[src/rtl/arm_multicycle_ctrl.sv]
// Multicycle ARM control FSM: sequences fetch/decode/execute/memory/writeback, owns NZCV, evaluates cond codes.
// Latency 2..5+MEM_WAIT cycles per instruction, no backpressure; defining BL_LINK_EN adds a LINK cycle for BL.
module arm_multicycle_ctrl #(
  parameter int unsigned MEM_WAIT   = 0,
  parameter logic [3:0]  FLAG_RESET = 4'b0000
) (
  input  logic       clk,
  input  logic       reset,
  input  logic [3:0] cond,
  input  logic [1:0] op,
  input  logic [5:0] funct,
  input  logic [3:0] rd,
  input  logic [3:0] alu_flags,
  output logic       ir_write,
  output logic       pc_write,
  output logic       adr_src,
  output logic       mem_write,
  output logic       reg_write,
  output logic [1:0] alu_src_a,
  output logic [1:0] alu_src_b,
  output logic [1:0] result_src,
  output logic [2:0] alu_control,
  output logic [1:0] imm_src,
  output logic [1:0] reg_src,
  output logic [3:0] flags,
  output logic       instr_done,
  output logic       illegal
);

  localparam logic [2:0] ALU_ADD   = 3'b000;
  localparam logic [2:0] ALU_SUB   = 3'b001;
  localparam logic [2:0] ALU_AND   = 3'b010;
  localparam logic [2:0] ALU_ORR   = 3'b011;
  localparam logic [2:0] ALU_PASSB = 3'b100;

  localparam logic [3:0] CMD_AND = 4'b0000;
  localparam logic [3:0] CMD_SUB = 4'b0010;
  localparam logic [3:0] CMD_ADD = 4'b0100;
  localparam logic [3:0] CMD_CMP = 4'b1010;
  localparam logic [3:0] CMD_ORR = 4'b1100;
  localparam logic [3:0] CMD_MOV = 4'b1101;

  localparam logic [3:0] WAIT_LAST = 4'(MEM_WAIT);

  typedef enum logic [3:0] {
    S_FETCH,
    S_DECODE,
    S_EXECR,
    S_EXECI,
    S_ALUWB,
    S_MEMADR,
    S_MEMREAD,
    S_MEMWRITE,
    S_MEMWB,
    S_BRANCH,
    S_LINK
  } state_t;

  state_t     state, state_next;
  logic [3:0] wait_cnt;
  logic       wait_last;
  logic [3:0] cmd;
  logic       cmd_ok, arith, is_cmp;
  logic [2:0] dp_alu;
  logic       cond_pass;
  logic       flag_we_all, flag_we_nz;

  assign cmd       = funct[4:1];
  assign is_cmp    = (cmd == CMD_CMP);
  assign wait_last = (wait_cnt == WAIT_LAST);

  // Data-processing command decode; arith selects a full NZCV update.
  always_comb begin
    cmd_ok = 1'b1;
    arith  = 1'b0;
    dp_alu = ALU_ADD;
    case (cmd)
      CMD_ADD: begin dp_alu = ALU_ADD;   arith = 1'b1; end
      CMD_SUB: begin dp_alu = ALU_SUB;   arith = 1'b1; end
      CMD_CMP: begin dp_alu = ALU_SUB;   arith = 1'b1; end
      CMD_AND: dp_alu = ALU_AND;
      CMD_ORR: dp_alu = ALU_ORR;
      CMD_MOV: dp_alu = ALU_PASSB;
      default: cmd_ok = 1'b0;
    endcase
  end

  // Condition check against the stored flags {N,Z,C,V}; 1111 never passes.
  always_comb begin
    cond_pass = 1'b0;
    case (cond)
      4'b0000: cond_pass = flags[2];
      4'b0001: cond_pass = !flags[2];
      4'b0010: cond_pass = flags[1];
      4'b0011: cond_pass = !flags[1];
      4'b0100: cond_pass = flags[3];
      4'b0101: cond_pass = !flags[3];
      4'b0110: cond_pass = flags[0];
      4'b0111: cond_pass = !flags[0];
      4'b1000: cond_pass = flags[1] && !flags[2];
      4'b1001: cond_pass = !flags[1] || flags[2];
      4'b1010: cond_pass = (flags[3] == flags[0]);
      4'b1011: cond_pass = (flags[3] != flags[0]);
      4'b1100: cond_pass = !flags[2] && (flags[3] == flags[0]);
      4'b1101: cond_pass = flags[2] || (flags[3] != flags[0]);
      4'b1110: cond_pass = 1'b1;
      default: cond_pass = 1'b0;
    endcase
  end

  always_ff @(posedge clk) begin
    if (reset) begin
      state    <= S_FETCH;
      flags    <= FLAG_RESET;
      wait_cnt <= 4'd0;
    end else begin
      state <= state_next;
      if (flag_we_all)
        flags <= alu_flags;
      else if (flag_we_nz)
        flags[3:2] <= alu_flags[3:2];
      if (state == S_MEMADR)
        wait_cnt <= 4'd0;
      else if ((state == S_MEMREAD || state == S_MEMWRITE) && !wait_last)
        wait_cnt <= wait_cnt + 4'd1;
    end
  end

  always_comb begin
    state_next  = state;
    ir_write    = 1'b0;
    pc_write    = 1'b0;
    adr_src     = 1'b0;
    mem_write   = 1'b0;
    reg_write   = 1'b0;
    alu_src_a   = 2'b00;
    alu_src_b   = 2'b00;
    result_src  = 2'b00;
    alu_control = ALU_ADD;
    imm_src     = 2'b00;
    reg_src     = {(op == 2'b01) && !funct[0], (op == 2'b10)};
    instr_done  = 1'b0;
    illegal     = 1'b0;
    flag_we_all = 1'b0;
    flag_we_nz  = 1'b0;

    case (state)
      S_FETCH: begin
        ir_write   = 1'b1;
        pc_write   = 1'b1;
        alu_src_a  = 2'b01;
        alu_src_b  = 2'b10;
        result_src = 2'b10;
        state_next = S_DECODE;
      end
      S_DECODE: begin
        alu_src_a = 2'b01;
        alu_src_b = 2'b10;
        if (!cond_pass) begin
          instr_done = 1'b1;
          state_next = S_FETCH;
        end else begin
          case (op)
            2'b00: begin
              if (cmd_ok) begin
                state_next = funct[5] ? S_EXECI : S_EXECR;
              end else begin
                illegal    = 1'b1;
                instr_done = 1'b1;
                state_next = S_FETCH;
              end
            end
            2'b01: state_next = S_MEMADR;
            2'b10: begin
`ifdef BL_LINK_EN
              state_next = funct[4] ? S_LINK : S_BRANCH;
`else
              state_next = S_BRANCH;
`endif
            end
            default: begin
              illegal    = 1'b1;
              instr_done = 1'b1;
              state_next = S_FETCH;
            end
          endcase
        end
      end
      S_EXECR, S_EXECI: begin
        alu_src_b   = (state == S_EXECI) ? 2'b01 : 2'b00;
        alu_control = dp_alu;
        // CMP always sets flags even with S clear.
        if (funct[0] || is_cmp) begin
          flag_we_all = arith;
          flag_we_nz  = !arith;
        end
        if (is_cmp) begin
          instr_done = 1'b1;
          state_next = S_FETCH;
        end else begin
          state_next = S_ALUWB;
        end
      end
      S_ALUWB: begin
        reg_write  = 1'b1;
        pc_write   = (rd == 4'd15);
        instr_done = 1'b1;
        state_next = S_FETCH;
      end
      S_MEMADR: begin
        alu_src_b  = 2'b01;
        imm_src    = 2'b01;
        state_next = funct[0] ? S_MEMREAD : S_MEMWRITE;
      end
      S_MEMREAD: begin
        adr_src = 1'b1;
        if (wait_last)
          state_next = S_MEMWB;
      end
      S_MEMWRITE: begin
        adr_src = 1'b1;
        if (wait_last) begin
          mem_write  = 1'b1;
          instr_done = 1'b1;
          state_next = S_FETCH;
        end
      end
      S_MEMWB: begin
        result_src = 2'b01;
        reg_write  = 1'b1;
        pc_write   = (rd == 4'd15);
        instr_done = 1'b1;
        state_next = S_FETCH;
      end
      S_BRANCH: begin
        alu_src_a  = 2'b10;
        alu_src_b  = 2'b01;
        imm_src    = 2'b10;
        result_src = 2'b10;
        pc_write   = 1'b1;
        instr_done = 1'b1;
        state_next = S_FETCH;
      end
      S_LINK: begin
        alu_src_a   = 2'b10;
        alu_control = ALU_PASSB;
        reg_write   = 1'b1;
        reg_src     = 2'b10;
        state_next  = S_BRANCH;
      end
      default: state_next = S_FETCH;
    endcase

    // Synchronous reset aborts the current instruction without any write.
    if (reset) begin
      ir_write    = 1'b0;
      pc_write    = 1'b0;
      mem_write   = 1'b0;
      reg_write   = 1'b0;
      instr_done  = 1'b0;
      illegal     = 1'b0;
      flag_we_all = 1'b0;
      flag_we_nz  = 1'b0;
      state_next  = S_FETCH;
    end
  end

endmodule

[config.mk]
export PLATFORM = sky130hd
export DESIGN_NAME = arm_multicycle_ctrl
export DESIGN_NICKNAME = d
export VERILOG_FILES = /design/src/rtl/arm_multicycle_ctrl.sv
export SDC_FILE = /design/constraint.sdc
export NUM_CORES = 1
export LEC_CHECK = 0
export BUFFER_PORTS_ARGS = -buffer_cell sky130_fd_sc_hd__buf_4
export CAP_MARGIN = 20
export CORE_MARGIN = 3
export CORE_UTILIZATION = 54
export DETAILED_ROUTE_END_ITERATION = 8
export GPL_TIMING_DRIVEN = 0
export PLACE_DENSITY = 0.86
export RECOVER_POWER = 25
export SKIP_CTS_REPAIR_TIMING = 1
export SYNTH_ARGS = -nofsm -noshare
export SYNTH_HDL_FRONTEND = slang
export SYNTH_SLANG_ARGS = --single-unit
[constraint.sdc]
create_clock -name clk -period 2.6 [get_ports clk]
set_input_delay 0.13 -clock clk [delete_from_list [all_inputs] [get_ports clk]]
set_output_delay 0.13 -clock clk [all_outputs]
set_load 0.01 [all_outputs]
Word-level counts from Yosys, hierarchy flattened
Index checks and enable logic that the tools add are counted.
{"block": "word_totals", "memories": 0, "wordCells": 124, "ramBits": 0, "rom_bits": 0, "register_bits": 12, "latchBits": 0}
{"block": "op_classes", "n_shift": 0, "mul": 0, "muxes": 47, "n_eq_ne": 36, "n_addsub": 1, "div": 0, "bitwise_logic": 0, "n_lt_le_gt_ge": 0, "reduce_logical": 36}
{"cell": "equality test 4 bit, second input constant", "n": 14}
{"cell": "equality test 4 x 3 -> 1 bit, second input constant", "n": 9}
{"cell": "case mux 4 bit (7 select lines)", "n": 1}
{"cell": "two-way mux 1 bit", "n": 27}
{"cell": "equality test 4 x 2 -> 1 bit, second input constant", "n": 5}
{"cell": "OR reduction 2 bit", "n": 10}
{"cell": "zero test 4 bit", "n": 4}
{"cell": "case mux 1 bit (15 select lines)", "n": 1}
{"cell": "two-way mux 4 bit", "n": 3}
{"cell": "case mux 2 bit (2 select lines)", "n": 3}
{"cell": "case mux 3 bit (4 select lines)", "n": 1}
{"cell": "case mux 4 bit (3 select lines)", "n": 1}
{"cell": "OR reduction 3 bit", "n": 3}
{"cell": "equality test 4 x 1 -> 1 bit, second input constant", "n": 2}
{"cell": "two-way mux 2 bit", "n": 4}
{"cell": "zero test 1 bit", "n": 7}
{"cell": "case mux 2 bit (3 select lines)", "n": 1}
{"cell": "case mux 3 bit (2 select lines)", "n": 1}
{"cell": "OR reduction 6 bit", "n": 1}
{"cell": "adder 4 x 1 -> 4 bit, second input constant", "n": 1}
{"cell": "logical AND 1 bit", "n": 4}
{"cell": "logical OR 1 bit", "n": 4}
{"cell": "!= test 2 bit, second input constant", "n": 2}
{"cell": "case mux 1 bit (2 select lines)", "n": 2}
{"cell": "other kinds (9)", "n": 9}

Longest topological paths before layout
{"block": "logic_depth", "depth_word": 9, "mapped_depth": 7}

Worst setup path before layout
Ideal clock, no wire load.
{"block": "synth_timing", "kind": "register to output", "startpoint": "register flags[1]", "endpoint": "output port instr_done", "arrival_time_ns": 1.525, "setup_slack_ns": 0.945, "t_required_ns": 2.470, "path_stages_with_launch": 6, "cell_sequence": "dfxtp_1 or3b_1 a21oi_2 a2111oi_4 o22ai_4 a311o_1"}
{"block": "synth_via", "elab_chain_len": 6, "word_cells_on_any_way": 7}
{"item": "start: declaration", "line_no": "25", "source": "output logic [3:0] flags,"}
{"item": "start signal: assignment", "line_no": "119", "source": "flags <= alu_flags;"}
{"item": "zero test 1 bit", "line_no": "95, 101"}
{"item": "logical OR 1 bit", "line_no": "101", "source": "4'b1001: cond_pass = !flags[1] || flags[2];"}
{"item": "case mux 1 bit (15 select lines) *", "line_no": "91", "source": "case (cond)"}
{"item": "two-way mux 1 bit *", "line_no": "159", "source": "if (!cond_pass) begin"}
{"item": "case mux 1 bit (4 select lines) *", "line_no": "147", "source": "case (state)"}
{"item": "two-way mux 1 bit *", "line_no": "255", "source": "if (reset) begin"}
{"item": "end: declaration", "line_no": "26", "source": "output logic instr_done,"}
Every way passes the cells marked *; elsewhere a longest branch is shown, timed or not.

Final worst setup path
{"block": "layout_timing", "startpoint": "register wait_cnt[0]", "endpoint": "output port instr_done"}
{"block": "layout_via", "elab_chain_len": 4}
{"item": "start: declaration", "line_no": "60", "source": "logic [3:0] wait_cnt;"}
{"item": "start signal: assignment", "line_no": "125", "source": "wait_cnt <= wait_cnt + 4'd1;"}
{"item": "zero test 4 bit", "line_no": "70", "source": "assign wait_last = (wait_cnt == WAIT_LAST);"}
{"item": "two-way mux 1 bit", "line_no": "222", "source": "if (wait_last) begin"}
{"item": "case mux 1 bit (4 select lines)", "line_no": "147"}
{"item": "two-way mux 1 bit", "line_no": "255"}
No other way between the ends.

==> flow_summary.ini <==
[logic_synthesis]
synth_area_per_cell_um2 = 7.196
yosysWarningCount = 0
synth.most_common_cell = nor2_1
syn_area_mm2 = 0.001302
synth_edf_count = 0
synth_seq_cells = 12
synthArstFlopShare = 0
ys_seq_area_frac = 0.1844
synth_top_area_cell = dfxtp_1
netlist.area_leader.share = 0.1844
ys_types = 54
synth_flop_cell = dfxtp_1
synthCells = 181
synth_common_cells = nor2_1 (26), nand2_1 (18), inv_1 (13)
ys_top_cells_by_area = dfxtp_1 (18%), nor2_1 (7.5%), ha_1 (5.8%)
syn_nets = 209

[power_and_ir_drop]
p_sw_frac = 0.3275
p_seq_frac = 0.349
p_leak_nw = 0.7238
combPwrFrac = 0.382
p_int_w = 0.0003678
ir_worst_vdd_mv = 0.2656
p_switching_w = 0.0001791
power.density_mw_per_mm2 = 329.2
p_clk_frac = 0.269

[clock_network]
h-tree-depth = 1
numCtsBuffers = 3
root_buffer = clkbuf_4
cts.sinks = 12
clkTransAtPathRegs_ps = 80
cts_tree = done
clock_latency_ps = 280
cts_buffer_depth = 2

[grt]
antenna_found_initial = 0
grt_remaining_overflow = 0
first_global_vias = 1258
grt_max_degree = 11
grt_use_met3 = 0.04290
grt_use_met2 = 0.4114
grt_pass1_wl_um = 5375
grtUsageTotal = 0.2352
met1_usage = 0.3042
globalRoute.busiestLayer = met2

[drt]
drtIter0Drc = 36
ant_nets = 0
drtPass1Iterations = 4
avgViaCountPerCell = 5.792
num_vias = 1477
wire_per_inst_um = 13.56
wl_um = 3459
drc = 0

[floorplanning]
die_h_um = 55.11
die_x_um = 55.11
rows = 17
core_mm2 = 0.002255
die_area_mm2 = 0.003037
start_util = 0.5777
ios = 46

[timing]
rsz0062_at_grt = no
fin_worst_skew_ps = 16.18
post-route-period-util = 0.8638
slew_violations = 0
fin_crit_ps = 2246
tightest_slew_ps = 625.5
fmaxAchievable_mhz = 445.2
hold_viol_final = 0
finalSetupTns_ps = 0
hold_slack_ps = 93.97
slew_headroom = 0.5821
final-setup-viol-count = 0

[worst_setup_path]
slowest_delay_ps = 530
critPathArrivalTime_ps = 2120
end_kind = output port
worst_setup_path_start_kind = flop
path_class = reg2out
crit_chain = inv_1 > ha_1 > nor3b_1 > nand4_1 > a221oi_1 > a311o_1 > buf_4
cp.required_ps = 2470
crit_path_top_delay_cell = nor3b_1
r2r_cells = 7
critical_path.max_fanout = 6

[placement]
gp_congestion = 0.8088
io_buffers = 42
dp_hpwl_um = 2787

[finish]
areaGrowthSynthToFinish_pct = 27.57
drive_gt1_frac = 0.2423
diodes = 0
fin_nets = 256

[run_status]
status = finished clean

[flow_run]
max_cap_violations = 0

[worst_hold_path]
whs_path_depth = 3
min_path_type = in2reg
[power groups by stage]
stage          registers, W  clock network (W)  logic, W
5_1_grt            0.000191           0.000158  0.000229
2_1_floorplan      0.000195                  0  0.000128
6_report           0.000191           0.000147  0.000209
4_1_cts            0.000191           0.000148  0.000209
3_3_place_gp       0.000195                  0  0.000200
3_5_place_dp       0.000195                  0  0.000208
[kinds of logic (layout without fill, tap and decap cells)]
group,count (synthesis),after routing,share of synthesized area
compound gates,43,43,0.2527
fa+ha+maj,6,6,0.05764
simple gates,85,85,0.3401
xor+xnor,6,6,0.04035
flops,12,12,0.1844
mux,5,5,0.03939
buf+inv,24,70,0.08549
[layout make-up]
| cell class | count | area (µm²) |
|---|---|---|
| multi-input cells | 145 | 950.9 |
| fillers | 197 | 593.1 |
| repair buffers | 42 | 289.0 |
| flip-flops and latches | 12 | 240.2 |
| plain buffers | 11 | 61.31 |
| inverters | 13 | 48.80 |
| clock buffers | 4 | 36.28 |
| well taps | 28 | 35.03 |
[routing by layer]
metal,up-vias,share of wire
met3,4,0.076
met4,0,0.0032
met5,-,0
met2,64,0.48
met1,667,0.44
li1,742,-
[placed cells by master, fill, tap and decap left out, types with 3 or more instances in the layout]
master / synthesis / layout
clkbuf_1: 4 / 12
dfxtp_1: 12 / 12
nor4_1: 3 / 3
nand4_1: 5 / 5
nand2b_1: 4 / 4
clkbuf_4: 0 / 3
nand2_1: 18 / 18
and2_1: 4 / 4
nor3b_1: 4 / 4
ha_1: 6 / 6
a32oi_1: 4 / 4
nor3_1: 3 / 3
xor2_1: 4 / 4
nor2_1: 26 / 26
inv_1: 13 / 13
a21oi_1: 7 / 7
o21ai_0: 8 / 8
o21ai_1: 3 / 3
buf_4: 0 / 35
mux2i_1: 4 / 4
nor2b_1: 4 / 4
[flip-flops by register name (all words and copies together), names as in the netlist]
| register | count |
|---|---|
| wait_cnt | 4 |
| flags | 4 |
| state | 4 |
[critical path: cells and delay by family (launching register included)]
kind,cells,cell delay (ps)
DFF,1,350
and+or+nand+nor,2,690
adders and majority gates,1,130
buffers and inverters,2,190
AOI/OAI and AO/OA,2,500
[final timing paths]
| kind | from | to | slack (ps) |
|---|---|---|---|
| worst max register to register | wait_cnt[0]$_SDFFE_PP0P_ | state[0]$_SDFFE_PP0P_ | 730 |
| worst min register to register | wait_cnt[1]$_SDFFE_PP0P_ | wait_cnt[1]$_SDFFE_PP0P_ | 520 |
| worst max-delay path | wait_cnt[0]$_SDFFE_PP0P_ | instr_done | 350 |
| worst min-delay path | alu_flags[1] | flags[1]$_SDFFE_PP0P_ | 90 |
[through the flow]
stage	instance area, µm²	utilization	std cells	power, W	setup slack, ps
detailed placement	1653	0.7331	251	0.0004034	655.5
global placement	1653	0.7331	251	0.0003946	677.7
floorplan	1303	-	181	0.0003223	945.0
global route	1662	0.7370	255	0.0005782	93.19
CTS	1689	0.7492	255	0.0005481	355.7
finish	1662	0.7370	255	0.0005469	354.1
No activity file was read; power rests on OpenSTA's default activity.
